`src/rtl/pc_pkg.sv`:
```
// Shared types for the program counter: control-op encoding, its priority decode and
// default sizing.
package pc_pkg;

    localparam int unsigned DEF_ADDR_W = 12;
    localparam int unsigned DEF_DEPTH  = 4;

    typedef enum logic [2:0] {
        PC_HOLD,
        PC_INC,
        PC_SKIP,
        PC_JUMP,
        PC_CALL,
        PC_RET
    } pc_op_e;

    // Strobes are resolved ret > call > jump > skip > increment; a stall holds everything.
    function automatic pc_op_e pc_op_decode(input logic enable, input logic ret,
                                            input logic call, input logic jump,
                                            input logic skip);
        pc_op_e op;
        if (!enable)   op = PC_HOLD;
        else if (ret)  op = PC_RET;
        else if (call) op = PC_CALL;
        else if (jump) op = PC_JUMP;
        else if (skip) op = PC_SKIP;
        else           op = PC_INC;
        return op;
    endfunction

endpackage

```
`src/rtl/ret_stack.sv`:
```
// DEPTH x ADDR_W return-address LIFO. push and pop are never requested together;
// a push while full or a pop while empty is ignored.
module ret_stack
    import pc_pkg::*;
#(
    parameter int unsigned ADDR_W = DEF_ADDR_W,
    parameter int unsigned DEPTH  = DEF_DEPTH,
    localparam int unsigned SP_W  = $clog2(DEPTH + 1)
) (
    input  logic              clk,
    input  logic              rst_n,
    input  logic              push,
    input  logic              pop,
    input  logic [ADDR_W-1:0] push_data,
    output logic [ADDR_W-1:0] top_data,
    output logic [SP_W-1:0]   sp,
    output logic              full,
    output logic              empty
);

    localparam int unsigned IDX_W = (DEPTH > 1) ? $clog2(DEPTH) : 1;

    logic [ADDR_W-1:0] stack_q [DEPTH];
    logic [ADDR_W-1:0] stack_d [DEPTH];
    logic [SP_W-1:0]   sp_q, sp_d;
    logic [IDX_W-1:0]  wr_idx, rd_idx;

    assign wr_idx   = IDX_W'(sp_q);
    assign rd_idx   = IDX_W'(sp_q - SP_W'(1));
    assign full     = (sp_q == SP_W'(DEPTH));
    assign empty    = (sp_q == '0);
    assign sp       = sp_q;
    // Only meaningful when not empty; callers gate on that.
    assign top_data = stack_q[rd_idx];

    always_comb begin
        stack_d = stack_q;
        sp_d    = sp_q;
        if (push && !full) begin
            stack_d[wr_idx] = push_data;
            sp_d            = sp_q + SP_W'(1);
        end else if (pop && !empty) begin
            sp_d = sp_q - SP_W'(1);
        end
    end

    always_ff @(posedge clk) begin
        if (!rst_n) sp_q <= '0;
        else        sp_q <= sp_d;
    end

    // Entry contents need no reset: they are only read below a valid sp.
    always_ff @(posedge clk) begin
        stack_q <= stack_d;
    end

endmodule

```
`src/rtl/pc_stack.sv`:
```
// Program counter with jump, call/return through ret_stack and sticky overflow/underflow
// flags. Define PC_SKIP_EN to add the skip input (pc += 2 at lowest strobe priority).
module pc_stack
    import pc_pkg::*;
#(
    parameter int unsigned        ADDR_W     = DEF_ADDR_W,
    parameter int unsigned        DEPTH      = DEF_DEPTH,
    parameter logic [ADDR_W-1:0]  RESET_ADDR = '0,
    localparam int unsigned       SP_W       = $clog2(DEPTH + 1)
) (
    input  logic              clk,
    input  logic              rst_n,
    input  logic              enable,
    input  logic              jump,
    input  logic              call,
    input  logic              ret,
`ifdef PC_SKIP_EN
    input  logic              skip,
`endif
    input  logic [ADDR_W-1:0] target,
    output logic [ADDR_W-1:0] pc,
    output logic [SP_W-1:0]   sp,
    output logic              stack_full,
    output logic              stack_empty,
    output logic              overflow,
    output logic              underflow
);

    logic [ADDR_W-1:0] pc_q, pc_d;
    logic              overflow_q, overflow_d;
    logic              underflow_q, underflow_d;
    logic [ADDR_W-1:0] pc_inc, top_data;
    logic              skip_w, push, pop;
    pc_op_e            op;

`ifdef PC_SKIP_EN
    assign skip_w = skip;
`else
    assign skip_w = 1'b0;
`endif

    assign op     = pc_op_decode(enable, ret, call, jump, skip_w);
    assign pc_inc = pc_q + ADDR_W'(1);

    always_comb begin
        pc_d        = pc_q;
        overflow_d  = overflow_q;
        underflow_d = underflow_q;
        push        = 1'b0;
        pop         = 1'b0;
        unique case (op)
            PC_HOLD: pc_d = pc_q;
            PC_INC:  pc_d = pc_inc;
            PC_SKIP: pc_d = pc_q + ADDR_W'(2);
            PC_JUMP: pc_d = target;
            PC_CALL: begin
                // The branch is taken even when the return address cannot be saved.
                pc_d = target;
                if (stack_full) overflow_d = 1'b1;
                else            push       = 1'b1;
            end
            PC_RET: begin
                if (stack_empty) begin
                    underflow_d = 1'b1;
                    pc_d        = pc_inc;
                end else begin
                    pop  = 1'b1;
                    pc_d = top_data;
                end
            end
            default: pc_d = pc_q;
        endcase
    end

    always_ff @(posedge clk) begin
        if (!rst_n) begin
            pc_q        <= RESET_ADDR;
            overflow_q  <= 1'b0;
            underflow_q <= 1'b0;
        end else begin
            pc_q        <= pc_d;
            overflow_q  <= overflow_d;
            underflow_q <= underflow_d;
        end
    end

    ret_stack #(
        .ADDR_W (ADDR_W),
        .DEPTH  (DEPTH)
    ) u_ret_stack (
        .clk       (clk),
        .rst_n     (rst_n),
        .push      (push),
        .pop       (pop),
        .push_data (pc_inc),
        .top_data  (top_data),
        .sp        (sp),
        .full      (stack_full),
        .empty     (stack_empty)
    );

    assign pc        = pc_q;
    assign overflow  = overflow_q;
    assign underflow = underflow_q;

endmodule

```
`config.mk`:
```
export PLATFORM = sky130hd
export DESIGN_NAME = pc_stack
export DESIGN_NICKNAME = d
export VERILOG_FILES = /design/src/rtl/pc_pkg.sv /design/src/rtl/ret_stack.sv /design/src/rtl/pc_stack.sv
export SDC_FILE = /design/constraint.sdc
export NUM_CORES = 1
export LEC_CHECK = 0
export BUFFER_PORTS_ARGS = -buffer_cell sky130_fd_sc_hd__buf_2
export CAP_MARGIN = 0
export CORE_MARGIN = 3
export CORE_UTILIZATION = 50
export DETAILED_ROUTE_END_ITERATION = 10
export GPL_TIMING_DRIVEN = 0
export PLACE_DENSITY = 0.76
export SLEW_MARGIN = 20
export SYNTH_ARGS = -nofsm -noshare
export SYNTH_HDL_FRONTEND = slang
export SYNTH_HIERARCHICAL = 1
export SYNTH_SLANG_ARGS = --single-unit
```
`constraint.sdc`:
```
create_clock -name clk -period 2.64 [get_ports clk]
set_clock_uncertainty 0.15 [all_clocks]
set_input_delay 0.396 -clock clk [delete_from_list [all_inputs] [get_ports clk]]
set_output_delay 0.396 -clock clk [all_outputs]
set_load 0.005 [all_outputs]
```
==> impl_metrics.yaml <==
outcome:
  status: "finished, final reports clean"
placement:
  hpwl_um: 4710
  placed_cell_area_mm2: 0.00344
  place_congestion: 0.800
  portBuffers: 35
sta:
  setup_viol: 0
  slew_violations: 0
  finalCriticalPeriod_ns: 2.51
  max_freq_mhz: 399
  worst_pin_slew_ns: 0.498
  fin_crit_sh_pct: 95.0
  whs_ns: 0.144
  rsz0062_at_grt: "false"
  hold_violations: 0
  slew-limit-headroom_pct: 66.4
critical_path:
  endpoint_kind: "register"
  cp-start-kind: "register"
  r2r_start: "u_ret_stack/sp[0]"
  cp.arrival_ns: 2.64
  reg2reg_depth: 11
  path_max_fanout: 10
  critical_path.reg2reg.endpoint: "u_ret_stack/sp[1]"
  path_class: "reg2reg"
  reg2reg_slack_ns: 0.13
  required_ns: 2.77
synth:
  netlist_top_cells_area: "edfxtp_1, dfxtp_1, mux4_2"
  yosysSeqAreaShare_pct: 56.2
  syn-instance-count: 233
  netlist_top_cells_count: "edfxtp_1, dfxtp_1, nand2_1, mux4_2, o21ai_0"
  synthesis.area_mm2: 0.00317
  synth_flop_cell: "edfxtp_1"
  ys_async_sr_fraction_pct: 0
  syn-num-nets: 259
  synth_most_common_cell: "edfxtp_1"
  ys_warn_count: 6
  synth_edf_count: 48
  yosysUniqueCellTypes: 52
  synth_top_area_share_pct: 45.5
  synth_area_leader_cell: "edfxtp_1"
  synth-seq-cells: 65
  syn_avg_cell_area_um2: 13.6
global_routing:
  grt_pass1_vias: 2210
  grt_pass1_wl_um: 11800
  grt_max_degree: 15
  antenna_found_initial: 0
  grt_overflow: 0
  track_usage_pct: 22.1
power:
  seq_power_share_pct: 50.9
  power_frac_comb_pct: 11.3
  leakagePower_nw: 1.41
  power_frac_clock_pct: 37.8
  p_sw_share_pct: 25.8
  internal_power_mw: 1.69
  ir_worst_vdd_mv: 0.378
  switchingPower_mw: 0.590
  powerDensity_mw_per_mm2: 604
clock_tree:
  cts_sinks: 65
  tritoncts: "done"
  hold_buffers: 0
  cts-buffers-inserted: 9
  cts_root_buf: "clkbuf_8"
  cts_htree_levels: 3
  clk_latency_ns: 0.35
  path_clk_slew_ns: 0.07
  cts_buffer_depth: 2
drt:
  vias: 2243
  wl_per_cell_um: 20.4
  drt_first_iter_violations: 134
  postRouteAntennaNets: 0
  wl_um: 7500
  viasPerCell: 6.10
  drt-pass1-iter-count: 5
  drc: 0
floorplan:
  core_mm2: 0.00603
  start_util_pct: 52.6
  die_x_um: 85.6
  die_y_um: 85.6
  die_area_mm2: 0.00733
  ios: 37
  rows: 28
cells_and_area:
  n_antenna_cell: 0
  final_area_mm2: 0.00378
  utilization_pct: 62.7
  drive_gt1_share_pct: 37.2
  area_delta_synth_final_pct: 19.2
  nFillCells: 472
  fin_nets: 314
min_path:
  min_from: "target[0]"
  hold_depth: 3
  min_path_type: "in2reg"
  min_to: "pc[0]"
job:
  maxCapViolCount: 0
-- kinds of logic (layout without fill, tap and decap cells) --
family | after synthesis | count (layout) | share of synthesized area (%)
AO/OA/AOI/OAI | 53 | 53 | 12.1
XOR/XNOR | 8 | 8 | 2.21
adder cells (fa/ha/maj) | 8 | 8 | 3.16
buffers and inverters | 24 | 80 | 4.62
flip-flops | 65 | 65 | 56.2
multiplexers | 12 | 12 | 8.52
AND/OR/NAND/NOR | 63 | 67 | 13.2
-- worst max-delay path by stage --
stage,start,endpoint,slack [ns],cells after the start
floorplan,u_ret_stack/sp[0],u_ret_stack/stack_q[12],0.06,9
global placement,u_ret_stack/sp[0],u_ret_stack/stack_q[6],-0.32,9
detailed placement,u_ret_stack/sp[0],u_ret_stack/stack_q[18],-0.37,9
CTS,u_ret_stack/sp[0],u_ret_stack/stack_q[21],0.003,9
global route,u_ret_stack/sp[0],u_ret_stack/sp[1],0.0006,11
finish,u_ret_stack/sp[0],u_ret_stack/sp[1],0.13,11
-- sequential cells by signal, indices dropped and copies added, names as in the netlist --
name and flops:
u_ret_stack/stack_q 48, pc 12, underflow 1, overflow 1, u_ret_stack/sp 3
-- through the flow --
stage	total power [mW]	setup TNS [ns]	worst slack (ns)	instances
CTS	2.29	0	0.00311	364
finish	2.28	0	0.132	368
detailed placement	1.42	-17.77	-0.367	343
global placement	1.41	-15.54	-0.324	343
global route	2.37	0	0.000606	368
floorplan	1.33	0	0.0616	233
-- per-layer routing --
| metal | track usage (%) | vias to the layer above | routed length [µm] | share of wire, % |
|---|---|---|---|---|
| li1 | - | 1018 | - | - |
| met1 | 29.9 | 1107 | 3110 | 41 |
| met2 | 34.4 | 98 | 3670 | 49 |
| met3 | 6.24 | 20 | 566 | 7.5 |
| met4 | 7.48 | 0 | 149 | 2.0 |
| met5 | 0 | - | 0 | 0 |
-- layout by cell type (no fill, tap or decap), types with 8 or more instances in the layout --
| cell type | Yosys | routed |
|---|---|---|
| inv_1 | 9 | 9 |
| o21ai_0 | 12 | 12 |
| a21oi_1 | 8 | 8 |
| mux4_2 | 12 | 12 |
| nand2_1 | 13 | 13 |
| a31oi_1 | 10 | 10 |
| and2_4 | 0 | 8 |
| edfxtp_1 | 48 | 48 |
| dfxtp_1 | 17 | 16 |
| buf_4 | 2 | 8 |
| clkbuf_8 | 0 | 9 |
| buf_2 | 3 | 37 |
-- power groups by stage --
stage               clock network [mW]  logic (mW)  registers, mW
floorplan                            0       0.156           1.18
detailed placement                   0       0.236           1.18
global placement                     0       0.231           1.18
finish                           0.862       0.259           1.16
global route                     0.924       0.283           1.17
CTS                              0.879       0.249           1.16
-- critical path: stages (launching register included) --
cell     delay, ns
dfxtp_4       0.37
buf_8         0.14
buf_12        0.15
inv_1         0.09
ha_2          0.24
ha_4          0.21
nor2b_4       0.13
buf_6         0.11
and2_1        0.14
or2b_1        0.24
or3_1         0.34
a31oi_1       0.13
-- layout make-up --
cell class / instances / area (µm²) / share of cell area [%]
Clock buffer: 9 / 124 / 3.28
Clock inverter: 7 / 76.3 / 2.02
Inverter: 10 / 37.5 / 0.993
Multi-Input combinational cell: 148 / 1320 / 35.0
Tap cell: 75 / 93.8 / 2.48
Sequential cell: 65 / 1790 / 47.2
Timing Repair Buffer: 40 / 213 / 5.63
Buffer: 14 / 128 / 3.38
-- timing repair --
action / CTS / global route
endpoints found under the setup margin: 55 / 54
setup buffers: 1 / 4
cloned: 4 / 0
gates resized for setup: 15 / 7
pin swaps: 3 / 1
Note: power is estimated with default switching activity, not from simulation.
